--- config.mk ---
export PLATFORM = sky130hd
export DESIGN_NAME = mem_arbiter
export DESIGN_NICKNAME = d
export VERILOG_FILES = /design/src/rtl/mem_arbiter_pkg.sv /design/src/rtl/mem_arb_pick.sv /design/src/rtl/mem_arbiter.sv
export SDC_FILE = /design/constraint.sdc
export NUM_CORES = 1
export LEC_CHECK = 0
export CAP_MARGIN = 10
export CELL_PAD_IN_SITES_DETAIL_PLACEMENT = 2
export CELL_PAD_IN_SITES_GLOBAL_PLACEMENT = 2
export CORE_ASPECT_RATIO = 0.6
export CORE_MARGIN = 4
export CORE_UTILIZATION = 21
export DETAILED_ROUTE_END_ITERATION = 6
export HOLD_SLACK_MARGIN = 0.03
export PLACE_DENSITY_LB_ADDON = 0.1
export RECOVER_POWER = 50
export SKIP_LAST_GASP = 1
export SYNTH_ARGS = -nofsm -noshare
export SYNTH_HDL_FRONTEND = slang
export SYNTH_SLANG_ARGS = --single-unit
--- constraint.sdc ---
create_clock -name clk -period 1.55 [get_ports clk]
set_input_delay 0.2325 -clock clk [delete_from_list [all_inputs] [get_ports clk]]
set_output_delay 0.2325 -clock clk [all_outputs]
set_load 0.005 [all_outputs]
--- src/rtl/mem_arbiter_pkg.sv ---
// Shared encodings for the memory arbiter: FSM states, owner IDs and the read write-mask.
// Imported by mem_arbiter and mem_arb_pick.
package mem_arbiter_pkg;

  typedef enum logic [1:0] {
    ARB_IDLE  = 2'd0,
    ARB_ISSUE = 2'd1,
    ARB_RESP  = 2'd2
  } arb_state_e;

  localparam logic OWN_I = 1'b0;
  localparam logic OWN_D = 1'b1;

  localparam logic [3:0] WE_READ = 4'b0000;

endpackage

--- src/rtl/mem_arb_pick.sv ---
// Combinational winner selection between the icache and dcache requesters.
// Define MEM_ARB_RR_EN for round-robin on collisions; otherwise the dcache always wins.
module mem_arb_pick
  import mem_arbiter_pkg::*;
(
  input  logic i_valid,
  input  logic d_valid,
`ifdef MEM_ARB_RR_EN
  input  logic last_grant,
`endif
  output logic grant_valid,
  output logic grant_owner
);

  always_comb begin
    grant_valid = i_valid | d_valid;
`ifdef MEM_ARB_RR_EN
    if (i_valid && d_valid) begin
      grant_owner = ~last_grant;
    end else begin
      grant_owner = d_valid ? OWN_D : OWN_I;
    end
`else
    grant_owner = d_valid ? OWN_D : OWN_I;
`endif
  end

endmodule

--- src/rtl/mem_arbiter.sv ---
// Shares one memory request port between icache line fills and dcache fills/stores,
// one transaction at a time. MEM_ARB_RR_EN selects round-robin arbitration.
module mem_arbiter
  import mem_arbiter_pkg::*;
#(
  parameter int ADDR_W = 32,
  parameter int DATA_W = 32,
  parameter int BEATS  = 4
) (
  input  logic              clk,
  input  logic              rst,
  input  logic              i_req_valid,
  output logic              i_req_ready,
  input  logic [ADDR_W-1:0] i_req_addr,
  output logic              i_resp_valid,
  output logic [DATA_W-1:0] i_resp_data,
  output logic              i_resp_last,
  input  logic              d_req_valid,
  output logic              d_req_ready,
  input  logic [ADDR_W-1:0] d_req_addr,
  input  logic [3:0]        d_req_we,
  input  logic [DATA_W-1:0] d_req_wdata,
  output logic              d_resp_valid,
  output logic [DATA_W-1:0] d_resp_data,
  output logic              d_resp_last,
  output logic              mem_req_valid,
  input  logic              mem_req_ready,
  output logic [ADDR_W-1:0] mem_req_addr,
  output logic [3:0]        mem_req_we,
  output logic [DATA_W-1:0] mem_req_wdata,
  input  logic              mem_resp_valid,
  input  logic [DATA_W-1:0] mem_resp_data,
  output logic              core_stall
);

  localparam int BEAT_W = (BEATS > 1) ? $clog2(BEATS) : 1;
  localparam logic [BEAT_W-1:0] LAST_BEAT = BEAT_W'(BEATS - 1);

  arb_state_e        state_q, state_d;
  logic              owner_q, owner_d;
  logic [ADDR_W-1:0] addr_q, addr_d;
  logic [3:0]        we_q, we_d;
  logic [DATA_W-1:0] wdata_q, wdata_d;
  logic [BEAT_W-1:0] beat_q, beat_d;
  logic              i_rv_q, i_rv_d, i_rl_q, i_rl_d;
  logic              d_rv_q, d_rv_d, d_rl_q, d_rl_d;
  logic [DATA_W-1:0] i_rd_q, i_rd_d, d_rd_q, d_rd_d;
  logic              grant_valid, grant_owner, resp_last;
  logic [DATA_W-1:0] resp_data;

`ifdef MEM_ARB_RR_EN
  logic last_grant_q, last_grant_d;
`endif

  mem_arb_pick u_pick (
    .i_valid     (i_req_valid),
    .d_valid     (d_req_valid),
`ifdef MEM_ARB_RR_EN
    .last_grant  (last_grant_q),
`endif
    .grant_valid (grant_valid),
    .grant_owner (grant_owner)
  );

  always_comb begin
    state_d     = state_q;
    owner_d     = owner_q;
    addr_d      = addr_q;
    we_d        = we_q;
    wdata_d     = wdata_q;
    beat_d      = beat_q;
    i_req_ready = 1'b0;
    d_req_ready = 1'b0;
    i_rv_d      = 1'b0;
    i_rd_d      = '0;
    i_rl_d      = 1'b0;
    d_rv_d      = 1'b0;
    d_rd_d      = '0;
    d_rl_d      = 1'b0;
    // A write completes on its single ack; a read on beat BEATS-1.
    resp_last   = (we_q != WE_READ) || (beat_q == LAST_BEAT);
    resp_data   = (we_q != WE_READ) ? '0 : mem_resp_data;
`ifdef MEM_ARB_RR_EN
    last_grant_d = last_grant_q;
`endif
    unique case (state_q)
      ARB_IDLE: begin
        if (grant_valid) begin
          i_req_ready = (grant_owner == OWN_I);
          d_req_ready = (grant_owner == OWN_D);
          owner_d     = grant_owner;
          addr_d      = (grant_owner == OWN_D) ? d_req_addr : i_req_addr;
          we_d        = (grant_owner == OWN_D) ? d_req_we : WE_READ;
          wdata_d     = (grant_owner == OWN_D) ? d_req_wdata : '0;
          state_d     = ARB_ISSUE;
`ifdef MEM_ARB_RR_EN
          last_grant_d = grant_owner;
`endif
        end
      end
      ARB_ISSUE: begin
        if (mem_req_ready) begin
          beat_d  = '0;
          state_d = ARB_RESP;
        end
      end
      ARB_RESP: begin
        if (mem_resp_valid) begin
          if (owner_q == OWN_D) begin
            d_rv_d = 1'b1;
            d_rd_d = resp_data;
            d_rl_d = resp_last;
          end else begin
            i_rv_d = 1'b1;
            i_rd_d = resp_data;
            i_rl_d = resp_last;
          end
          beat_d = beat_q + BEAT_W'(1);
          if (resp_last) begin
            beat_d  = '0;
            state_d = ARB_IDLE;
          end
        end
      end
      default: state_d = ARB_IDLE;
    endcase
  end

  always_ff @(posedge clk) begin
    if (rst) begin
      state_q <= ARB_IDLE;
      owner_q <= OWN_I;
      addr_q  <= '0;
      we_q    <= '0;
      wdata_q <= '0;
      beat_q  <= '0;
      i_rv_q  <= 1'b0;
      i_rd_q  <= '0;
      i_rl_q  <= 1'b0;
      d_rv_q  <= 1'b0;
      d_rd_q  <= '0;
      d_rl_q  <= 1'b0;
`ifdef MEM_ARB_RR_EN
      last_grant_q <= OWN_I;
`endif
    end else begin
      state_q <= state_d;
      owner_q <= owner_d;
      addr_q  <= addr_d;
      we_q    <= we_d;
      wdata_q <= wdata_d;
      beat_q  <= beat_d;
      i_rv_q  <= i_rv_d;
      i_rd_q  <= i_rd_d;
      i_rl_q  <= i_rl_d;
      d_rv_q  <= d_rv_d;
      d_rd_q  <= d_rd_d;
      d_rl_q  <= d_rl_d;
`ifdef MEM_ARB_RR_EN
      last_grant_q <= last_grant_d;
`endif
    end
  end

  assign mem_req_valid = (state_q == ARB_ISSUE);
  assign mem_req_addr  = addr_q;
  assign mem_req_we    = we_q;
  assign mem_req_wdata = wdata_q;
  assign i_resp_valid  = i_rv_q;
  assign i_resp_data   = i_rd_q;
  assign i_resp_last   = i_rl_q;
  assign d_resp_valid  = d_rv_q;
  assign d_resp_data   = d_rd_q;
  assign d_resp_last   = d_rl_q;
  assign core_stall    = (state_q != ARB_IDLE) | i_req_valid | d_req_valid;

endmodule

======== Word-level counts from Yosys, hierarchy flattened ========
Cells that the tools add are included.
storage, ports and cells
  bits in registers ....................... 141
  output and inout port bits .............. 140
  word-level logic and storage cells ...... 58
cells by class
  add/sub/neg operators ................... 1
  equal/unequal tests ..................... 7
  multiplexer cells ....................... 20
  bitwise operators ....................... 7
  reduce and logical (&&, ||, !) cells .... 11
operators with widths
  cell                   count
  $mux W32               3
  $mux W2                7
  $reduce_or A4 Y1       2
  $mux W1                7
  $ne A2 B2 Y1 const B   3
  $pmux W2 S3            1
  $eq A2 B2 Y1 const B   2
  $mux W4                1
  $not A1 Y1             4
  $pmux W2 S2            1
  $reduce_and A4 Y1      1
  $reduce_bool A2 Y1     2
  $reduce_bool A4 Y1     1
  $or A1 B1 Y1           3
  $reduce_and A3 Y1      1
  $reduce_or A3 Y1       1
  $add A2 B1 Y2 const B  1
  $eq A2 B1 Y1 const B   1
  $logic_not A2 Y1       1
  $ne A2 B1 Y1 const B   1
  $reduce_and A2 Y1      1
  $logic_or A1 B1 Y1     1

======== Depth between registers and ports, before layout ========
  depth in word-level cells ............... 5
  depth in mapped cells ................... 6
  depth with buffers taken out ............ 5

======== Modules after synthesis ========
A second synthesis with hierarchy kept.
second synthesis, totals
  cell total of the unflattened synthesis .. 522
  area total of the unflattened synthesis .. 4914.7 um2
modules (own cells, without submodules)
  module        instances  cells an instance  area an instance (um2)  seq. area each (um2)
  mem_arbiter   1          520                4901.0                  2822.7
  mem_arb_pick  1          2                  13.8                    0.0

======== Worst setup path after synthesis ========
OpenSTA, ideal clock, no wires.
  path kind ............................... register -> register
  start ................................... reg state_q[1]
  end ..................................... reg addr_q[10] (netlist: mem_req_addr[10])
  library setup time ...................... 0.134 ns
  arrival ................................. 1.190 ns
  data required time ...................... 1.416 ns
  slack ................................... 0.226 ns
  cell stages (with the launch flop) ...... 6
  clock period less this slack ............ 1.324 ns
  cells stage by stage .................... dfxtp_1 > or2_1 > buf_2 > nor2_2 > buf_2 > a211oi_1
on the way
  cells in the longest elaborated chain, start to end .. 2
ends and longest elaborated chain
  what                                RTL line            source
  start: declaration                  mem_arbiter.sv:39   arb_state_e state_q, state_d;
  start signal: assignment            mem_arbiter.sv:147  state_q <= state_d;
  $logic_not A2 Y1                    mem_arbiter.sv:86   unique case (state_q)
  $reduce_and A2 Y1 (no source line)  --
  end signal: assignment              mem_arbiter.sv:149  addr_q <= addr_d;
  end: declaration                    mem_arbiter.sv:41   logic [ADDR_W-1:0] addr_q, addr_d;
No other way between the ends.
A chain may end at the register's enable or synchronous reset.

======== Worst setup path after layout ========
  start ................................... reg state_q[0]
  end ..................................... out i_req_ready
on the way
  cells in the longest elaborated chain, start to end .. 2
ends and longest elaborated chain
  what              RTL line           source
  $logic_not A2 Y1  mem_arbiter.sv:86
  $mux W1           mem_arbiter.sv:86
  end: declaration  mem_arbiter.sv:13  output logic i_req_ready,
No other way between the ends.

==> key figures <==
Synth
  • Synthesized area per cell: between 9 and 10 sq um
  • Register area share after synthesis: 0.583
  • Post-Syn Nets: 663
  • Synth cell types: 29
  • Synth Instances: approximately 520
  • Synth Flop Type: dfxtp_1
  • Synth warnings: 0
  • EDFF count, synth: 0
  • FFs w/ async S/R, synth: 0
  • Yosys reg bits: 141
  • Cell Area, Synth: between 4000 and 5000 sq um

Clocking
  • CTS tree: yes
  • Htree depth: 4
  • CTS sink cnt: about 140
  • Clock buffer depth: 2
  • Clock-pin slew on the worst setup and hold paths: approximately 0.060 ns
  • Clock Tree Root: clkbuf_16
  • Total CTS buffers: 17
  • Latest clock arrival within the worst-skew pair: approximately 0.42 ns

Power and ir drop
  • Leakage power total: 3.52 nW
  • Worst VDD drop: approximately 0.67 mV
  • Total Power: approximately 9.8 mW
  • Pwr dens: about 1100 nW/um^2

Cells and area
  • Antenna Cells: 0
  • Final nets: 950
  • Area delta synth->final: 86.3%
  • Layout cell share with drive strength beyond 1: 0.142
  • Post-route insts no fill: roughly 1100
  • # fillers: between 2000 and 2500

Floorplanning
  • DIE AREA: ~26000 sq um
  • Vert. Die Dim: between 100 and 150 um
  • Ports: ~280
  • Core area: ~22000 sq um
  • Initial Util: 0.217
  • Core Rows: 42
  • Die X-Extent: just over 200 um

GRT
  • Antenna violations before repair: 0
  • Number of global-route vias before repair: ~5400
  • First-pass GRT wire length: approximately 31 mm
  • Tot GR Track Use: 0.157
  • Largest net degree at the start of global routing: between 40 and 50
  • Grt ovf: 0

Place
  • Pre-CTS WS: -0.285 ns
  • RePlAce Congestion: a little under 0.8
  • Post-DP HPWL: 15.0 mm
  • Port-buffer cells: 277
  • Cells after DPL: approximately 1100

Critical path
  • Worst R2R Path Depth: 6
  • Worst setup EP type: output pin
  • Critical Path Start Type: flop
  • CP Max Fanout: 3
  • CP required: between 1 and 1.5 ns
  • Critical path type: flop to output pin
  • Crit path DAT: ~1.4 ns

Outcome
  • Status: finished with violations
  • Failing checks: setup timing

Timing
  • Final setup margin: -0.0626 ns
  • RSZ-0062 raised after global routing: true
  • Slew @ Worst Pin: between 0.5 and 0.6 ns
  • Final setup fails: between 50 and 60
  • Final period util: 1.04
  • FMAX: slightly above 0.6 GHz
  • Relative slew slack: 0.667
  • Slew Viols, Final: 0
  • Tmin final: about 1.6 ns
  • Final clock skew: roughly 0.009 ns
  • Fin. Hold Viols: 0

Drt
  • Top Layer Used: met4
  • Met1 Wirelength: a little under 10 mm
  • DRC Markers: 0
  • DRT iter0 DRCs: between 150 and 200
  • Routed length per instance: 19.0 um
  • Antenna-violating nets left: 0
  • WL met3: roughly 1.5 mm
  • Vias per cell: 4.31
  • 1st-pass router iterations: 4
  • Total number of vias: slightly below 5000
  • Final wirelength: around 22 mm
  • Routed met2 length: 10.1 mm

Worst hold path
  • Hold Path Class: input pin to flop
  • WHS Path Cells: 2

Run
  • Max_cap viols: 0
-- worst max-delay path: stages, from the launching register on --
cell     delay (ns)
dfxtp_4        0.35
or2_4          0.27
buf_6          0.13
nor3_4         0.09
buf_2          0.13
-- stage by stage --
stage / cell area [sq um] / hold slack (ns) / TNS [ns] / util
after global placement: 8030 / 0.460 / -1.92 / 0.360
after CTS: 8640 / 0.0790 / -1.11 / 0.387
after global routing: 9010 / 0.134 / -6.44 / 0.404
final: 9010 / 0.117 / -1.36 / 0.404
after floorplan: 4840 / 0.341 / 0 / -
after detailed placement: 8030 / 0.470 / -6.46 / 0.360
-- state kept, by name (all words and copies together), names as in the netlist --
register	cells
beat_q	2
d_resp_data	32
d_resp_last	1
i_resp_last	1
i_resp_data	32
mem_req_addr	32
d_resp_valid	1
mem_req_wdata	32
state_q	2
owner_q	1
mem_req_we	4
i_resp_valid	1
-- routing by layer --
layer | GRT usage | vias up
met5 | 0 | -
li1 | - | 2360
met3 | 0.0585 | 19
met1 | 0.188 | 2359
met2 | 0.264 | 136
met4 | 0.0445 | 0
-- cell usage after synthesis (2+ instances only) --
| library cell | n | share of area |
|---|---|---|
| dfxtp_1 | 141 | 0.58 |
| nand2_1 | 71 | 0.055 |
| a21oi_1 | 70 | 0.072 |
| nor2_1 | 70 | 0.054 |
| o21ai_0 | 33 | 0.034 |
| a211oi_1 | 32 | 0.050 |
| mux2i_1 | 32 | 0.066 |
| clkbuf_1 | 22 | 0.017 |
| buf_2 | 20 | 0.021 |
| inv_1 | 5 | 0.0039 |
| o21ai_1 | 4 | 0.0041 |
| nand3b_1 | 3 | 0.0047 |
| nor2b_1 | 3 | 0.0039 |
| and3b_1 | 2 | 0.0036 |
| nor2_2 | 2 | 0.0026 |
-- final timing paths --
check	slack (ns)	endpoint	startpoint
worst max-delay path	-0.06	i_req_ready	state_q[0]$_SDFFE_PP0P_
worst min-delay path	0.12	owner_q$_SDFFE_PP0P_	rst
worst max register to register	-0.05	i_resp_data[20]$_SDFF_PP0_	state_q[0]$_SDFFE_PP0P_
worst min register to register	0.48	mem_req_wdata[10]$_SDFFE_PP0P_	mem_req_wdata[10]$_SDFFE_PP0P_
-- layout by cell type, fill, tap and decap left out, types with 17 or more instances in the layout --
master / synthesis / final
a211oi_1: 32 / 32
clkdlybuf4s50_1: 0 / 201
o21ai_0: 33 / 33
clkbuf_16: 0 / 21
nand2_1: 71 / 70
dlygate4sd2_1: 0 / 33
nor2_1: 70 / 36
dfxtp_1: 141 / 136
mux2i_1: 32 / 32
buf_4: 0 / 17
clkdlybuf4s25_1: 0 / 35
nor2_4: 0 / 29
a21oi_1: 70 / 70
-- cells by family (layout without fill, tap and decap cells) --
group	after synthesis	count (layout)	share of synthesized area
compound gates	143	143	0.168
flops	141	141	0.583
fa+ha+maj	1	1	0.00259
simple gates	159	159	0.138
mux	32	32	0.0662
buf+inv	48	347	0.0424
-- power by group --
| group | leakage [nW] | switching (mW) | internal (mW) |
|---|---|---|---|
| combinational | 2.07 | 0.832 | 0.874 |
| sequential | 1.15 | 0.100 | 3.81 |
| clock | 0.296 | 1.59 | 2.59 |
-- final cells by class --
cell class	count	area, sq um	area share
repair buffers	310	3110	0.345
flip-flops and latches	141	2830	0.314
multi-input cells	335	2060	0.229
clock buffers	23	498	0.0553
well taps	308	385	0.0428
clock inverters	8	104	0.0115
inverters	6	22.5	0.00250
-- what timing repair did --
item                       in CTS  in global routing
pin swaps                       2                  8
setup buffers                   3                  1
hold buffers                    0                  0
setup endpoints to repair      69                113
hold endpoints to repair        0                  0
cloned                          0                  7
resized for setup              57                110
(Power assumes the default switching activity.)
==> RTL change 1: new RTL, config.mk and constraints unchanged <==
The 3 states of `arb_state_e` get a one-hot encoding in 3 bits.
--- a/src/rtl/mem_arbiter_pkg.sv
+++ b/src/rtl/mem_arbiter_pkg.sv
@@ -3,8 +3,8 @@
 package mem_arbiter_pkg;
 
-  typedef enum logic [1:0] {
-    ARB_IDLE  = 2'd0,
-    ARB_ISSUE = 2'd1,
-    ARB_RESP  = 2'd2
+  typedef enum logic [2:0] {
+    ARB_IDLE  = 3'b001,
+    ARB_ISSUE = 3'b010,
+    ARB_RESP  = 3'b100
   } arb_state_e;
 
Function: no difference found for any inputs over 4 cycles, from zero or initial values and one cycle with rst high; so few cycles prove little.
==> RTL change 1 against the unedited design <==
  * Critical endpoint is now core_stall
  * The flow still finishes with violations (negative setup slack)
  * Area after synthesis is 3.2% higher
  * Clock power about the same
  * Power up 5.1%
  * Global-route usage barely moved
  * Routed wire length is 11% higher
  * Worst setup slack lost 0.12 ns
  * Die area increased by 3.1%
  * Sequential cell count up 1
  * Core utilization up 1.3 points
  * Final area rose by 7.4%
  * Combinational power increased by 25%
  * Fmax is 6.9% lower
==> RTL change 1: results (changes against the unedited design) <==
fraction of layout cells with a size suffix above 1 - 20.99% (+6.8 points)
launch instance of the worst register-to-register path - state_q[0]$_SDFFE_PP1P_
worst rel slew slack - 61.28% (-5.4 points)
compound-gate portion of the synthesized area - 16.66% (-0.12 points)
status - finished with violations
DR WL met3 - 1442 um (-3.2%)
setup slack of the critical path after layout - -0.1817 ns (-0.1192 ns)
leading post-synthesis cells by instance count - sky130_fd_sc_hd__dfxtp_1 (142), sky130_fd_sc_hd__nand2_1 (72), sky130_fd_sc_hd__a21oi_1 (70)
number of antenna violations at the first check in global routing - 3 (+3)
logic depth of the worst register-to-register path - 7 (+1)
maximum number of pins on one net before global-route repair - 46 (+7.0%)
Hold Crit Endpoint - beat_q[1]$_SDFFE_PP0P_
data arrival time of the critical path - 1.50 ns (+0.12 ns)
top layer used by detailed routing - met5
register-to-register setup slack - -0.09 ns (-0.04 ns)
GRT Util Overall - 15.65% (-0.025 points)
number of setup violations in the final report - 98 (+66%)
post-synth net total - 671 (+1.2%)
crit path to - core_stall
final clock skew - 0.006113 ns (-0.002909 ns)
failing checks - negative setup slack
met1 demand-to-capacity share in global routing - 19.44% (+0.59 points)
placed insts - 1108 (+1.7%)
post-synth cell types - 36 (+24%)
total leakage power - 3.763 nW (+7.0%)
worst hold path stage count - 3 (+1)
detail-routed net length per standard cell - 20.50 um (+7.8%)
cell at the slowest stage of the critical path - sky130_fd_sc_hd__dfxtp_2
worst-case vdd ir drop - 0.0007439 V (+10%)
setup total negative slack - -4.700 ns (-3.337 ns)
via count - 5085 (+4.3%)
average footprint of a synthesized cell - 9.389 um2 (+1.7%)
met3 routing resource usage after global routing - 5.914% (+0.065 points)
gp weighted congestion - 0.7628 (-2.2%)
Final #Nets - 974 (+2.5%)
area share of fa/ha/maj cells after synthesis - 0.2505% (-0.0081 points)
top post-synthesis cells by area - sky130_fd_sc_hd__dfxtp_1 (57%), sky130_fd_sc_hd__a21oi_1 (7.0%), sky130_fd_sc_hd__mux2i_1 (6.4%)
GR Util met2 - 25.44% (-0.96 points)
net switching component of the power - 0.002821 W (+12%)
met1 WL - 10810 um (+12%)
hold slack - 0.1790 ns (+0.06220 ns)
via count of the first global-routing pass - 5526 (+1.4%)
## RTL change 1: power groups by stage
stage	logic (W)	registers, W	clock network, W
finish	0.00214	0.00397	0.00418
global placement	0.00184	0.00403	0
global route	0.00232	0.00400	0.00450
detailed placement	0.00190	0.00405	0
floorplan	0.000779	0.00405	0
CTS	0.00187	0.00397	0.00432
## RTL change 1: timing repair
item                                    in CTS  in global routing
buffers inserted                             1                  8
resized for setup                           64                175
cloned                                       0                 15
endpoints found under the setup margin     109                153
pin swaps                                    3                 37
## RTL change 1: worst min-delay path: stages
cell	delay, ns
sky130_fd_sc_hd__buf_2	0.14
sky130_fd_sc_hd__or4b_1	0.13
sky130_fd_sc_hd__o21ai_1	0.05
## RTL change 1: final cells by class
class | count | area, um2
fillers | 2471 | 13570
clock inverters | 14 | 166.4
repair buffers | 329 | 3463
multi-input cells | 340 | 2356
flip-flops and latches | 142 | 2846
clock buffers | 18 | 429.2
inverters | 5 | 21.27
well taps | 315 | 394.1
==> RTL change 2: new RTL, same settings <==
Without the edit above. Change the parameter `ADDR_W` from 32 to 16.
--- a/src/rtl/mem_arbiter.sv
+++ b/src/rtl/mem_arbiter.sv
@@ -4,5 +4,5 @@
   import mem_arbiter_pkg::*;
 #(
-  parameter int ADDR_W = 32,
+  parameter int ADDR_W = 16,
   parameter int DATA_W = 32,
   parameter int BEATS  = 4
Ports: changed (resized d_req_addr, i_req_addr and mem_req_addr); port bits go from 278 to 230. The function was not compared with the original's and may differ.
==> RTL change 2 against the unedited design <==
  * Count of clock-buffer cells in the layout down 3
  * Power is 11% lower
  * Routed wire length is 19% lower
  * Final area shrank 17%
  * Sequential cell count is 16 lower
  * Fmax up 4.5%
  * Critical path depth decreased by 1
  * Worst setup slack gained 0.069 ns
  * Die area down 11%
  * Area after synthesis decreased by 11%
  * Largest cell class is now registers
  * Largest power group unchanged
==> RTL change 2: results (changes against the unedited design) <==
top post-synthesis cells by area - sky130_fd_sc_hd__dfxtp_1 (58%), sky130_fd_sc_hd__a21oi_1 (6.3%), sky130_fd_sc_hd__nand2_1 (6.1%)
GRT Util Overall - 15.07% (-0.61 points)
Pre-antenna DRT Iters - 4 (unchanged)
combinational group share of total power - 14.2% (-3.2 points)
count of port buffers added during placement - 229 (-17%)
power density of the placed cells - 1167 nW/um2 (+7.4%)
Worst Path Max Fanout - 3 (unchanged)
switching share of power - 24.71% (-1.1 points)
Final #Nets - 794 (-16%)
compound-gate portion of the synthesized area - 14.48% (-2.3 points)
share of total power in the clock network - 46.7% (+4.0 points)
status - finished, final reports clean
detail-routed net length per standard cell - 17.95 um (-5.6%)
post-synth net total - 556 (-16%)
fraction of synthesized area in multiplexers - 3.730% (-2.9 points)
gp weighted congestion - 0.7255 (-7.0%)
global-route wire length before repair - 26250 um (-16%)
worst hold path stage count - 4 (+2)
cell at the slowest stage of the critical path - sky130_fd_sc_hd__dfxtp_2
slew at the pin closest to its max-slew limit - 0.4617 ns (-0.03841 ns)
via count - 4066 (-17%)
met3 routing resource usage after global routing - 5.844% (about the same)
area share of fa/ha/maj cells after synthesis - 0.2914% (+0.033 points)
GR Util met2 - 23.53% (-2.9 points)
sequential area share after synthesis - 58.28% (-0.065 points)
post-synth cell types - 32 (+10%)
worst-case vdd ir drop - 0.0007038 V (+4.5%)
met1 demand-to-capacity share in global routing - 18.67% (-0.18 points)
DRC violation total after the first TritonRoute iteration - 131 (-15%)
Post-DP HPWL - 12500 um (-17%)
total leakage power - 2.894 nW (-18%)
maximum number of pins on one net before global-route repair - 39 (-9.3%)
H-tree depth reported by CTS - 4 (unchanged)
final clock skew - 0.005360 ns (-0.003661 ns)
via count of the first global-routing pass - 4540 (-17%)
Crit path largest cell delay - 0.34 ns
fraction of layout cells with a size suffix above 1 - 13.86% (-0.36 points)
leading post-synthesis cells by instance count - sky130_fd_sc_hd__dfxtp_1 (125), sky130_fd_sc_hd__nand2_1 (70), sky130_fd_sc_hd__a21oi_1 (54)
[RTL change 2: cell count changes after synthesis, moves of 4 or more]
| cell | change |
|---|---|
| sky130_fd_sc_hd__clkbuf_1 | -5 |
| sky130_fd_sc_hd__buf_4 | +4 |
| sky130_fd_sc_hd__buf_2 | -14 |
| sky130_fd_sc_hd__buf_6 | +4 |
| sky130_fd_sc_hd__a211oi_1 | -16 |
| sky130_fd_sc_hd__nor2_1 | -32 |
| sky130_fd_sc_hd__a21oi_1 | -16 |
| sky130_fd_sc_hd__mux2i_1 | -16 |
| sky130_fd_sc_hd__nor2_2 | +28 |
| sky130_fd_sc_hd__dfxtp_1 | -16 |
[RTL change 2: kinds of logic after synthesis]
group                    after synthesis
buffers and inverters                 40
adder cells (fa/ha/maj)                1
AO/OA/AOI/OAI                        113
flip-flops                           125
multiplexers                          16
AND/OR/NAND/NOR                      154
[RTL change 2: per-stage QoR]
step | area, um2 | worst slack [ns] | util [%] | instances | setup TNS (ns)
final | 7490 | 0.006426 | 37.32 | 974 | 0
after CTS | 7513 | -0.04589 | 37.44 | 971 | -0.1041
after global placement | 6922 | -0.3219 | 34.49 | 939 | -13.06
after detailed placement | 6922 | -0.3286 | 34.49 | 939 | -17.63
after global routing | 7487 | -0.06613 | 37.31 | 973 | -0.6565
after floorplan | 4294 | 0.2101 | - | 449 | 0
[RTL change 2: cell type report]
type                            count  area [um2]
Clock inverter                     12       143.9
Multi-Input combinational cell    284        1525
Clock buffer                       20       456.7
Inverter                            6       22.52
Sequential cell                   125        2506
Fill cell                        2195       12580
Tap cell                          273       341.6
Timing Repair Buffer              253        2491
Antenna cell                        1       2.502
[RTL change 2: path summary, 6_finish.rpt]
path / slack, ns / startpoint / endpoint
min: 0.34 / rst / d_resp_data[7]$_SDFF_PP0_
min reg2reg: 0.48 / mem_req_wdata[26]$_SDFFE_PP0P_ / mem_req_wdata[26]$_SDFFE_PP0P_
max: 0.006 / state_q[0]$_SDFFE_PP0P_ / i_req_ready
max reg2reg: 0.05 / state_q[1]$_SDFFE_PP0P_ / mem_req_addr[8]$_SDFFE_PP0P_
[RTL change 2: what timing repair did]
item | CTS | global route
pin swaps | 3 | 1
gates cloned | 0 | 1
gates resized for setup | 45 | 28
endpoints found under the setup margin | 25 | 68
setup buffers | 0 | 1
[RTL change 2: layer usage]
metal,vias to the layer above,part of all wire (%)
met4,0,1.5
met3,15,7.6
met5,-,0
met2,117,46
li1,1972,-
met1,1962,45
[RTL change 2: worst max-delay path, delay by kind of cell, from the launching register on]
family        cells  cell delay, ns
simple gates      2            0.42
flops             1            0.34
buf+inv           1            0.14
